### src/rtl/store_narrow.sv
// store_narrow: narrow (byte/halfword/word) store unit.
// Takes a right-justified register value and a byte address, checks
// alignment, replicates the data across byte lanes, and issues a single
// word-aligned memory write with byte enables. It waits for the memory
// acknowledge and then pulses done. Rejected requests pulse err instead.
module store_narrow #(
   parameter int ADDR_W = 32
) (
   input  logic              clk,
   input  logic              rst_n,
   input  logic              start,
   input  logic [ADDR_W-1:0] addr,
   input  logic [31:0]       wdata,
   input  logic [1:0]        size,
   output logic              busy,
   output logic              done,
   output logic              err,
   output logic              mem_req,
   output logic [ADDR_W-1:0] mem_addr,
   output logic [31:0]       mem_wdata,
   output logic [3:0]        mem_be,
   input  logic              mem_ack
);

   typedef enum logic [1:0] {
      IDLE = 2'd0,
      REQ  = 2'd1,
      DONE = 2'd2,
      ERR  = 2'd3
   } state_t;

   state_t            state_q, state_d;
   logic [3:0]        lane_be_q, lane_be_d;
   logic [ADDR_W-1:0] mem_addr_q, mem_addr_d;
   logic [31:0]       mem_wdata_q, mem_wdata_d;
   logic [3:0]        mem_be_q, mem_be_d;
   logic              busy_q, busy_d;
   logic              done_q, done_d;
   logic              err_q, err_d;
   logic              mem_req_q, mem_req_d;

   logic              req_legal;
   logic [3:0]        req_be;
   logic [31:0]       req_data;

   // Decode the incoming request: legality, byte enables and replicated lanes.
   always_comb begin
      req_legal = 1'b0;
      req_be    = 4'b0000;
      req_data  = 32'h0000_0000;
      case (size)
         2'b00: begin
            req_legal = 1'b1;
            req_be    = 4'b0001 << addr[1:0];
            req_data  = {4{wdata[7:0]}};
         end
         2'b01: begin
            req_legal = ~addr[0];
            req_be    = addr[1] ? 4'b1100 : 4'b0011;
            req_data  = {2{wdata[15:0]}};
         end
         2'b10: begin
            req_legal = (addr[1:0] == 2'b00);
            req_be    = 4'b1111;
            req_data  = wdata;
         end
         default: begin
            req_legal = 1'b0;
         end
      endcase
   end

   // Next state, capture of an accepted store, and next values of all outputs.
   always_comb begin
      state_d     = state_q;
      lane_be_d   = lane_be_q;
      mem_addr_d  = mem_addr_q;
      mem_wdata_d = mem_wdata_q;
      case (state_q)
         IDLE: begin
            if (start) begin
               if (req_legal) begin
                  state_d     = REQ;
                  lane_be_d   = req_be;
                  mem_addr_d  = {addr[ADDR_W-1:2], 2'b00};
                  mem_wdata_d = req_data;
               end else begin
                  state_d = ERR;
               end
            end
         end
         REQ: begin
            if (mem_ack) begin
               state_d = DONE;
            end
         end
         DONE:    state_d = IDLE;
         ERR:     state_d = IDLE;
         default: state_d = IDLE;
      endcase
      busy_d    = (state_d != IDLE);
      done_d    = (state_d == DONE);
      err_d     = (state_d == ERR);
      mem_req_d = (state_d == REQ);
      mem_be_d  = (state_d == REQ) ? lane_be_d : 4'b0000;
   end

   // State and registered outputs; reset clears everything asynchronously.
   always_ff @(posedge clk or negedge rst_n) begin
      if (!rst_n) begin
         state_q     <= IDLE;
         lane_be_q   <= 4'b0000;
         mem_addr_q  <= '0;
         mem_wdata_q <= 32'h0000_0000;
         mem_be_q    <= 4'b0000;
         busy_q      <= 1'b0;
         done_q      <= 1'b0;
         err_q       <= 1'b0;
         mem_req_q   <= 1'b0;
      end else begin
         state_q     <= state_d;
         lane_be_q   <= lane_be_d;
         mem_addr_q  <= mem_addr_d;
         mem_wdata_q <= mem_wdata_d;
         mem_be_q    <= mem_be_d;
         busy_q      <= busy_d;
         done_q      <= done_d;
         err_q       <= err_d;
         mem_req_q   <= mem_req_d;
      end
   end

   assign busy      = busy_q;
   assign done      = done_q;
   assign err       = err_q;
   assign mem_req   = mem_req_q;
   assign mem_addr  = mem_addr_q;
   assign mem_wdata = mem_wdata_q;
   assign mem_be    = mem_be_q;

endmodule
### config.mk
export PLATFORM = sky130hd
export DESIGN_NAME = store_narrow
export DESIGN_NICKNAME = d
export VERILOG_FILES = /design/src/rtl/store_narrow.sv
export SDC_FILE = /design/constraint.sdc
export NUM_CORES = 1
export LEC_CHECK = 0
export ABC_AREA = 1
export ABC_CLOCK_PERIOD_IN_PS = 1300
export BUFFER_PORTS_ARGS = -buffer_cell sky130_fd_sc_hd__buf_2
export CAP_MARGIN = 20
export CELL_PAD_IN_SITES_DETAIL_PLACEMENT = 2
export CELL_PAD_IN_SITES_GLOBAL_PLACEMENT = 2
export CORE_MARGIN = 3
export CORE_UTILIZATION = 23
export DETAILED_ROUTE_END_ITERATION = 8
export GPL_ROUTABILITY_DRIVEN = 0
export PLACE_DENSITY = 0.84
export SLEW_MARGIN = 20
export SYNTH_ARGS = -nofsm -noshare
export SYNTH_HDL_FRONTEND = slang
export SYNTH_SLANG_ARGS = --single-unit
export TNS_END_PERCENT = 30
### constraint.sdc
create_clock -name clk -period 1.3 [get_ports clk]
set_input_delay 0.13 -clock clk [delete_from_list [all_inputs] [get_ports clk]]
set_output_delay 0.13 -clock clk [all_outputs]
set_load 0.02 [all_outputs]
==> impl_metrics.ini, run 1 <==
[worst_hold_path]
hp-class = primary input to flip-flop

[floorplan]
die_w_um = 126.4
die_h_um = 126.4
die_area_mm2 = 0.01598
rows = 43
fp.coreArea_mm2 = 0.01404
initial_core_util = 0.2375
io_pins = 142

[global_route]
grt_pass1_wl_um = 19780
grt_antenna_before_repair = 0
grt-ovfl-total = 0
grt_max_degree = 77
grt.total_usage = 0.1562
first_global_vias = 3747

[placed_design]
hpwl_um = 8650
port_buffers = 139

[critical_path]
worst_path_max_delay_cell = dfrtp_1
crit_buf_inv = 3
arrival_ns = 1.73
worst_setup_path_start_kind = flip-flop
crit_fanout = 7
timing.critical_path.to_type = flip-flop
crit_chain = nor2_2, nand2_2, buf_6, nor2_4, buf_12, clkbuf_16, nand2_1, nand2_1
critPathKind = flip-flop to flip-flop
cpPeakStageDelay_ns = 0.39
worst_path_most_repeated_cell = nand2_1
required_ns = 1.57
crit_family = simple AND/OR/NAND/NOR gates

[final_layout]
diodes = 0
area_growth_pct = 50.36
nets = 647
layout-drive-gt1-share = 0.3649

[run]
max_cap_violations = 0

[cts]
cts_buffers = 9
cts_tree = done
clock_sinks = 76
h-tree-depth = 3
worstSkewPairLatency_ns = 0.33
clockBufferDepth = 2
path_clk_slew_ns = 0.06
clockRootBuffer = clkbuf_16

[synthesis]
yosys_most_used_dff = dfrtp_1
ys.warnings.count = 0
yosysTopAreaCell = dfrtp_1
synth_most_common_cell = nand2_1
synth_edf_count = 0
synth_cells = 403
synth.avg_cell_area_um2 = 8.274
async_flop_share = 1.000
synth_cell_types = 18
synth.top_cell.area_share = 0.5704
yosys-top-cells-area = dfrtp_1 (57%), nand2_1 (25%), nand3_1 (3.3%), inv_1 (2.7%), buf_12 (2.4%)
mappedNetlistArea_mm2 = 0.003334
synth_seq_cells = 76
ys_seq_area_frac = 0.5704
synthTopCellsByCount = nand2_1 (224), dfrtp_1 (76), inv_1 (24)

[power]
power.leakage_uw = 0.002870
p_total_uw = 11180
vdd_drop_max_v = 0.0009456
cellPowerDensity_mw_per_mm2 = 2230

[detailed_routing]
num_vias = 3293
drtAntennaViolNets = 0
drtIter0Drc = 80
firstDrtPassIters = 4
routed_via_density = 4.327
remaining_drc_errors = 0
drt-total-wl_um = 12700
wl_per_cell_um = 16.69

[sta]
period_share = 1.128
maxSlewHeadroom = 0.5907
setup_violations = 66
rsz0062_at_grt = true
worst-slew-pin-transition_ns = 0.6116
setup_ws_ns = -0.1658
hold_violations = 0
setup_tns_ns = -7.074
fin_skew_ns = 0.005424
fmax_ghz = 0.6822
layout_min_cycle_time_ns = 1.466
finalMaxSlewViolations = 0

[run_status]
violations = setup timing
status = complete, but fails checks
## worst reg2reg max path: cells and delay by family, from the launching register on
family                 cells  cell delay, ns
AND/OR/NAND/NOR            5            0.54
buffers and inverters      3            0.47
flip-flops                 1            0.39
## state kept, by name, summed over array words and instances (netlist names)
signal     count
mem_wdata     32
mem_addr      30
lane_be_q      4
mem_be         4
state_q        2
busy           1
done           1
err            1
mem_req        1
## layer usage
layer / GRT usage / wire length, µm / vias up
met4: 0.05489 / 218 / 0
met2: 0.2793 / 6627 / 89
met3: 0.03284 / 598 / 15
met1: 0.1849 / 5256 / 1616
met5: 0 / 0 / -
li1: - / - / 1573
## through the flow
step	worst slack (ns)	hold slack, ns	std cells	area (µm²)	util
global route	-0.2509	0.006415	761	5014	0.3570
global placement	-0.04502	0.1833	717	4217	0.3003
floorplan	0.02115	-0.1656	404	3341	-
CTS	-0.1312	0.0001606	758	4828	0.3438
detailed placement	-0.1671	0.1930	717	4217	0.3003
finish	-0.1658	0.007279	761	5014	0.3570
## path summary, 6_finish.rpt
path | startpoint | slack [ns] | endpoint | cells after the start
setup / recovery | state_q[1]$_DFF_PN0_ | -0.17 | mem_wdata[8]$_DFFE_PN0P_ | 8
hold reg to reg | mem_wdata[26]$_DFFE_PN0P_ | 0.48 | mem_wdata[26]$_DFFE_PN0P_ | 2
setup reg to reg | state_q[1]$_DFF_PN0_ | -0.17 | mem_wdata[8]$_DFFE_PN0P_ | 8
max in group asynchronous | rst_n | 0.60 | mem_addr[28]$_DFFE_PN0P_ | 3
min in group asynchronous | rst_n | 0.36 | mem_wdata[22]$_DFFE_PN0P_ | 3
hold / removal | addr[9] | 0.007 | mem_addr[9]$_DFFE_PN0P_ | 3
## cell type report
type,instances,area [µm²]
Clock inverter,1,30.03
Multi-Input combinational cell,284,1274
Tap cell,180,225.2
Sequential cell,76,1902
Timing Repair Buffer,181,1215
Inverter,25,93.84
Fill cell,1618,9029
Clock buffer,14,274.0
## cell families (layout without fill, tap and decap cells)
logic type             count (synthesis)  in the layout  share of synthesized area
and+or+nand+nor                      258            258                     0.3017
DFF                                   76             76                     0.5704
buffers and inverters                 44            221                    0.08968
AOI/OAI and AO/OA                     24             24                    0.03715
other                                  1              2                   0.001125
## what timing repair did
action | in CTS | in global routing
endpoints found under the hold margin | 97 | 0
gates cloned | 1 | 4
hold buffers | 22 | 0
buffers inserted | 3 | 0
gates resized for setup | 7 | 40
setup endpoints to repair | 70 | 71
pin swaps | 3 | 12
## power breakdown
| group | internal (µW) | total, µW | switching (µW) |
|---|---|---|---|
| combinational | 1630 | 4620 | 2990 |
| clock | 1630 | 2560 | 922 |
| sequential | 3430 | 4010 | 573 |
## cells in the final DEF (no fill, tap or decap), types with 4 or more instances in the layout
master	netlist	routed
a21oi_1	5	4
buf_12	4	5
buf_2	1	138
buf_4	6	9
clkbuf_16	0	12
dfrtp_1	76	76
dlygate4sd3_1	0	22
inv_1	24	24
nand2_1	224	194
nand2_2	1	26
nand2_4	0	5
nand3_1	22	20
nor2_1	8	7
o21ai_0	11	10
o21ai_1	7	8
Power figures use the tool's default switching activity.
==> inputs of run 2 (changes only) <==
- TNS_END_PERCENT: 30 -> 10
==> run 2 against run 1 <==
The flow still finishes with violations (setup timing). Non-clock buffer count up 6. Die area unchanged. Core utilization up 1.0 points. Sequential cell count unchanged. Via count up 1.9%. Design area up 2.9%. Maximum frequency up 1.5%. Largest power group unchanged. Register-to-register slack better by 0.02 ns. Critical endpoint is now mem_wdata[14]$_DFFE_PN0P_. Setup slack better by 0.022 ns. Sequential share of layout area down 1.1 points.
==> impl_metrics.ini, run 2 (same netlist as run 1, synthesis figures left out) <==
[final_layout]
layout_common_cells = nand2_1 (202), buf_2 (138), dfrtp_1 (76), inv_1 (23), dlygate4sd3_1 (22)
diodes = 0
area_growth_pct = 54.71
layout-drive-gt1-share = 0.3690
largest_register_ffs = 32
nets = 654
layout_commonest_cell = nand2_1
final_util = 0.3674

[floorplan]
die_area_mm2 = 0.01598
initial_core_util = 0.2375
die_w_um = 126.4
die_h_um = 126.4
fp.coreArea_mm2 = 0.01404
rows = 43
io_pins = 142

[placed_design]
dpl_worst_slack_ns = -0.1671
port_buffers = 139
hpwl_um = 8650

[power]
vdd_drop_max_v = 0.0009373
power_frac_seq = 0.353
p_comb_frac = 0.424
switching_share = 0.4008
cellPowerDensity_mw_per_mm2 = 2223
p_int_uw = 6872
p_total_uw = 11470
power.leakage_uw = 0.002910
p_sw_uw = 4597
power_frac_clock = 0.223

[detailed_routing]
routed_via_density = 4.368
num_vias = 3355
drtAntennaViolNets = 0
wl_met2_um = 7170
wl_per_cell_um = 17.74
highest_layer = met4
wl_met1_um = 5614
drt-total-wl_um = 13630
firstDrtPassIters = 4
remaining_drc_errors = 0
dr_wl_met3_um = 631
drtIter0Drc = 81

[sta]
worst-slew-pin-transition_ns = 0.6107
maxSlewHeadroom = 0.5913
fin_skew_ns = 0.006108
setup_violations = 68
setup_ws_ns = -0.1442
rsz0062_at_grt = true
hold_violations = 0
finalMaxSlewViolations = 0
timing.hold.ws_ns = 0.009926
layout_min_cycle_time_ns = 1.444
period_share = 1.111
fmax_ghz = 0.6924

[critical_path]
crit_fanout = 12
arrival_ns = 1.72
critPathKind = flip-flop to flip-flop
timing.critical_path.to_type = flip-flop
regToRegStartpoint = state_q[1]$_DFF_PN0_
crit_family = simple AND/OR/NAND/NOR gates
worst_path_most_repeated_cell = nand2_1
worst_path_max_delay_cell = dfrtp_1
r2r_slack_ns = -0.14
crit_buf_inv = 3
crit_chain = nor2_2, nand2_2, buf_6, nor2_4, buf_12, clkbuf_16, nand2_1, nand2_1
cpPeakStageDelay_ns = 0.39
required_ns = 1.58
rr_endpoint = mem_wdata[14]$_DFFE_PN0P_
reg2reg_depth = 8
worst_setup_path_start_kind = flip-flop

[cts]
path_clk_slew_ns = 0.06
h-tree-depth = 3
clockBufferDepth = 2
cts_tree = done
clock_sinks = 76
cts_buffers = 9
clockRootBuffer = clkbuf_16
worstSkewPairLatency_ns = 0.33

[run]
max_cap_violations = 0

[worst_hold_path]
hold_end = mem_addr[9]$_DFFE_PN0P_
worstHoldPathCells = 3
hold_start = addr[9]
hp-class = primary input to flip-flop

[run_status]
violations = setup timing
status = complete, but fails checks

[global_route]
grt_pass1_wl_um = 19280
grt.total_usage = 0.1514
first_global_vias = 3704
grt-ovfl-total = 0
grt_max_degree = 77
grt_antenna_before_repair = 0
[run 2: area by class of cell]
cell class	count	area [µm²]
tap	180	225.2
inverter	25	96.34
sequential	76	1902
fill	1583	8884
multi-input combinational	285	1267
clock buffer	14	274.0
timing repair buffer	187	1364
clock inverter	1	30.03
[run 2: worst min-delay path: stages]
cell,delay (ns)
buf_2,0.08
nand2_2,0.05
nand2_1,0.05
[run 2: metrics by stage]
stage,cell area [µm²],std cells,setup TNS (ns)
after CTS,4761,754,-6.192
final,5159,768,-6.761
after floorplan,3341,404,0
after detailed placement,4217,717,-7.538
after global routing,5159,768,-14.29
after global placement,4217,717,-1.374
[run 2: worst max path at each step]
stage / start / cells after the start / endpoint
detailed placement: state_q[0]$_DFF_PN0_ / 7 / mem_addr[25]$_DFFE_PN0P_
global placement: state_q[0]$_DFF_PN0_ / 7 / mem_addr[6]$_DFFE_PN0P_
CTS: state_q[0]$_DFF_PN0_ / 7 / mem_addr[23]$_DFFE_PN0P_
floorplan: state_q[0]$_DFF_PN0_ / 8 / mem_wdata[16]$_DFFE_PN0P_
global route: state_q[1]$_DFF_PN0_ / 8 / mem_wdata[19]$_DFFE_PN0P_
finish: state_q[1]$_DFF_PN0_ / 8 / mem_wdata[14]$_DFFE_PN0P_
[run 2: power by group through the flow]
stage	Clock (µW)	Sequential (µW)	Combinational (µW)
final	2550	4050	4860
after global routing	2760	4210	5320
after CTS	2650	4030	4390
after detailed placement	0	4050	4290
after global placement	0	3980	4100
after floorplan	0	5180	1370
[run 2: routing by layer]
layer	GRT usage	vias to the layer above
li1	-	1591
met1	0.1807	1658
met2	0.2674	90
met3	0.03284	16
met4	0.05489	0
met5	0	-
[run 2: repair_timing]
item,in CTS,in global routing
setup endpoints to repair,70,71
endpoints found under the hold margin,97,0
hold buffers,22,0
resized for setup,5,38
buffers inserted,0,2
cloned,0,12
pin swaps,4,9
==> inputs of run 3 (changes only) <==
==> constraint.sdc (replaced) <==
create_clock -name clk -period 1.3 [get_ports clk]
set_input_delay 0.065 -clock clk [delete_from_list [all_inputs] [get_ports clk]]
set_output_delay 0.065 -clock clk [all_outputs]
set_load 0.02 [all_outputs]
==> run 3 against run 2 <==
Design area rose by 6.3%. Cell count rose by 3.0%. The flow still finishes with violations (setup timing). Global-route usage rose by 1.3 points. First-iteration DRC count fell by 28%. Sequential cell count did not move. Count of clock-buffer cells in the layout fell by 2. Core utilization rose by 2.3 points. Sequential share of layout area fell by 2.2 points. Die area did not move. Critical path depth did not move. Wire length rose by 6.3%.
==> impl_metrics.ini, run 3 (same netlist as run 1, synthesis figures left out) <==
[run_status]
status = complete, but fails checks
violations = setup timing

[detailed_routing]
dr_wl_met3_um = 705
drtAntennaViolNets = 0
drtIter0Drc = 58
remaining_drc_errors = 0
firstDrtPassIters = 4
num_vias = 3490
highest_layer = met4
wl_met2_um = 7651
routed_via_density = 4.412
wl_per_cell_um = 18.31
drt-total-wl_um = 14490
wl_met1_um = 5951

[cts]
h-tree-depth = 3
clockBufferDepth = 2
worstSkewPairLatency_ns = 0.34
clockRootBuffer = clkbuf_16
cts_buffers = 9
clock_sinks = 76
path_clk_slew_ns = 0.06
cts_tree = done

[floorplan]
rows = 43
io_pins = 142
die_h_um = 126.4
fp.coreArea_mm2 = 0.01404
die_w_um = 126.4
die_area_mm2 = 0.01598
initial_core_util = 0.2375

[critical_path]
critPathKind = flip-flop to flip-flop
required_ns = 1.58
worst_path_max_delay_cell = dfrtp_1
r2r_slack_ns = -0.17
cp-endpoint = mem_addr[31]$_DFFE_PN0P_
arrival_ns = 1.75
crit_buf_inv = 3
rr_endpoint = mem_addr[31]$_DFFE_PN0P_
reg2reg_depth = 8
crit_chain = nor2_2, nand2_2, buf_6, nor2_4, buf_6, clkbuf_16, nand2_1, nand2_1
regToRegStartpoint = state_q[1]$_DFF_PN0_
timing.critical_path.to_type = flip-flop
crit_cells = 8
worst_setup_path_start_kind = flip-flop
crit_family = simple AND/OR/NAND/NOR gates
crit_fanout = 6
worstSetupStartpoint = state_q[1]$_DFF_PN0_
cpPeakStageDelay_ns = 0.39

[global_route]
grt-ovfl-total = 0
first_global_vias = 3931
grt_max_degree = 77
grt_antenna_before_repair = 0
grt.total_usage = 0.1641
grt_pass1_wl_um = 20770

[sta]
setup_tns_ns = -7.905
setup_violations = 70
hold_violations = 0
worst-slew-pin-transition_ns = 0.6295
fmax_ghz = 0.6796
rsz0062_at_grt = true
layout_min_cycle_time_ns = 1.471
maxSlewHeadroom = 0.5788
setup_ws_ns = -0.1714
period_share = 1.132
finalMaxSlewViolations = 0
timing.hold.ws_ns = 0.02341
fin_skew_ns = 0.008049

[power]
p_total_uw = 12100
power.leakage_uw = 0.003084
vdd_drop_max_v = 0.0009355
cellPowerDensity_mw_per_mm2 = 2206

[placed_design]
hpwl_um = 8477
port_buffers = 139
post-place-cells = 716

[run]
max_cap_violations = 0

[final_layout]
nets = 676
layout_common_cells = nand2_1 (183), buf_2 (138), dfrtp_1 (76), dlygate4sd3_1 (37), nand2_2 (33)
final_cells = 791
layout_commonest_cell = nand2_1
area_growth_pct = 64.50
layout-drive-gt1-share = 0.4026
largest_register_ffs = 32
diodes = 0

[worst_hold_path]
hp-class = primary input to flip-flop
## run 3: cell count changes in the layout (fill, tap and decap cells not counted), moves of 3 or more
cell           previous run  this run
buf_4                     8        11
buf_6                     4         7
dlygate4sd3_1            22        37
nand2_1                 202       183
nand2_2                  21        33
nand2_4                   2         9
## run 3: metrics by stage
stage	setup WS [ns]	utilization	cell area, µm²
after floorplan	0.02115	-	3341
after global placement	-0.04635	0.2997	4209
after detailed placement	-0.1567	0.2997	4209
after CTS	-0.1030	0.3561	5001
after global routing	-0.2563	0.3906	5485
final	-0.1714	0.3906	5485
## run 3: how the worst min path moves through the flow
stage	startpoint	to	slack, ns	depth (start not counted)
5_1_grt	wdata[3]	mem_wdata[3]$_DFFE_PN0P_	0.02	3
6_report	wdata[3]	mem_wdata[3]$_DFFE_PN0P_	0.02	3
4_1_cts	wdata[3]	mem_wdata[3]$_DFFE_PN0P_	0.002	3
2_1_floorplan	rst_n	busy$_DFF_PN0_	-0.23	0
3_5_place_dp	rst_n	mem_wdata[23]$_DFFE_PN0P_	0.13	2
3_3_place_gp	rst_n	mem_wdata[23]$_DFFE_PN0P_	0.12	2
## run 3: final cells by class
cell class / count / area [µm²]
clock buffer: 12 / 266.5
clock inverter: 4 / 70.07
fill: 1586 / 8557
inverter: 25 / 96.34
multi-input combinational: 285 / 1343
sequential: 76 / 1902
tap: 180 / 225.2
timing repair buffer: 209 / 1583
## run 3: metal layers
metal | GRT usage | vias to the layer above
met3 | 0.04589 | 14
met1 | 0.1884 | 1740
met4 | 0.05110 | 0
met5 | 0 | -
li1 | - | 1644
met2 | 0.2951 | 92
## run 3: power breakdown
part | total [µW] | internal [µW] | switching, µW | leakage [µW]
Sequential | 4100 | 3430 | 668 | 0.000958
Combinational | 5160 | 1980 | 3180 | 0.00196
Clock | 2840 | 1830 | 1010 | 0.000169
Total | 12100 | 7250 | 4850 | 0.00308
## run 3: worst register-to-register path: cells and delay by family (launching register included)
family	cells	cell delay [ns]
flip-flops	1	0.39
buffers and inverters	3	0.48
AND/OR/NAND/NOR	5	0.55
## run 3: timing repair
| action | CTS | global route |
|---|---|---|
| endpoints found under the hold margin | 112 | 0 |
| resized for setup | 6 | 66 |
| buffers inserted | 5 | 3 |
| hold buffers | 37 | 0 |
| setup endpoints to repair | 66 | 71 |
| pin swaps | 2 | 7 |
| cloned | 1 | 14 |
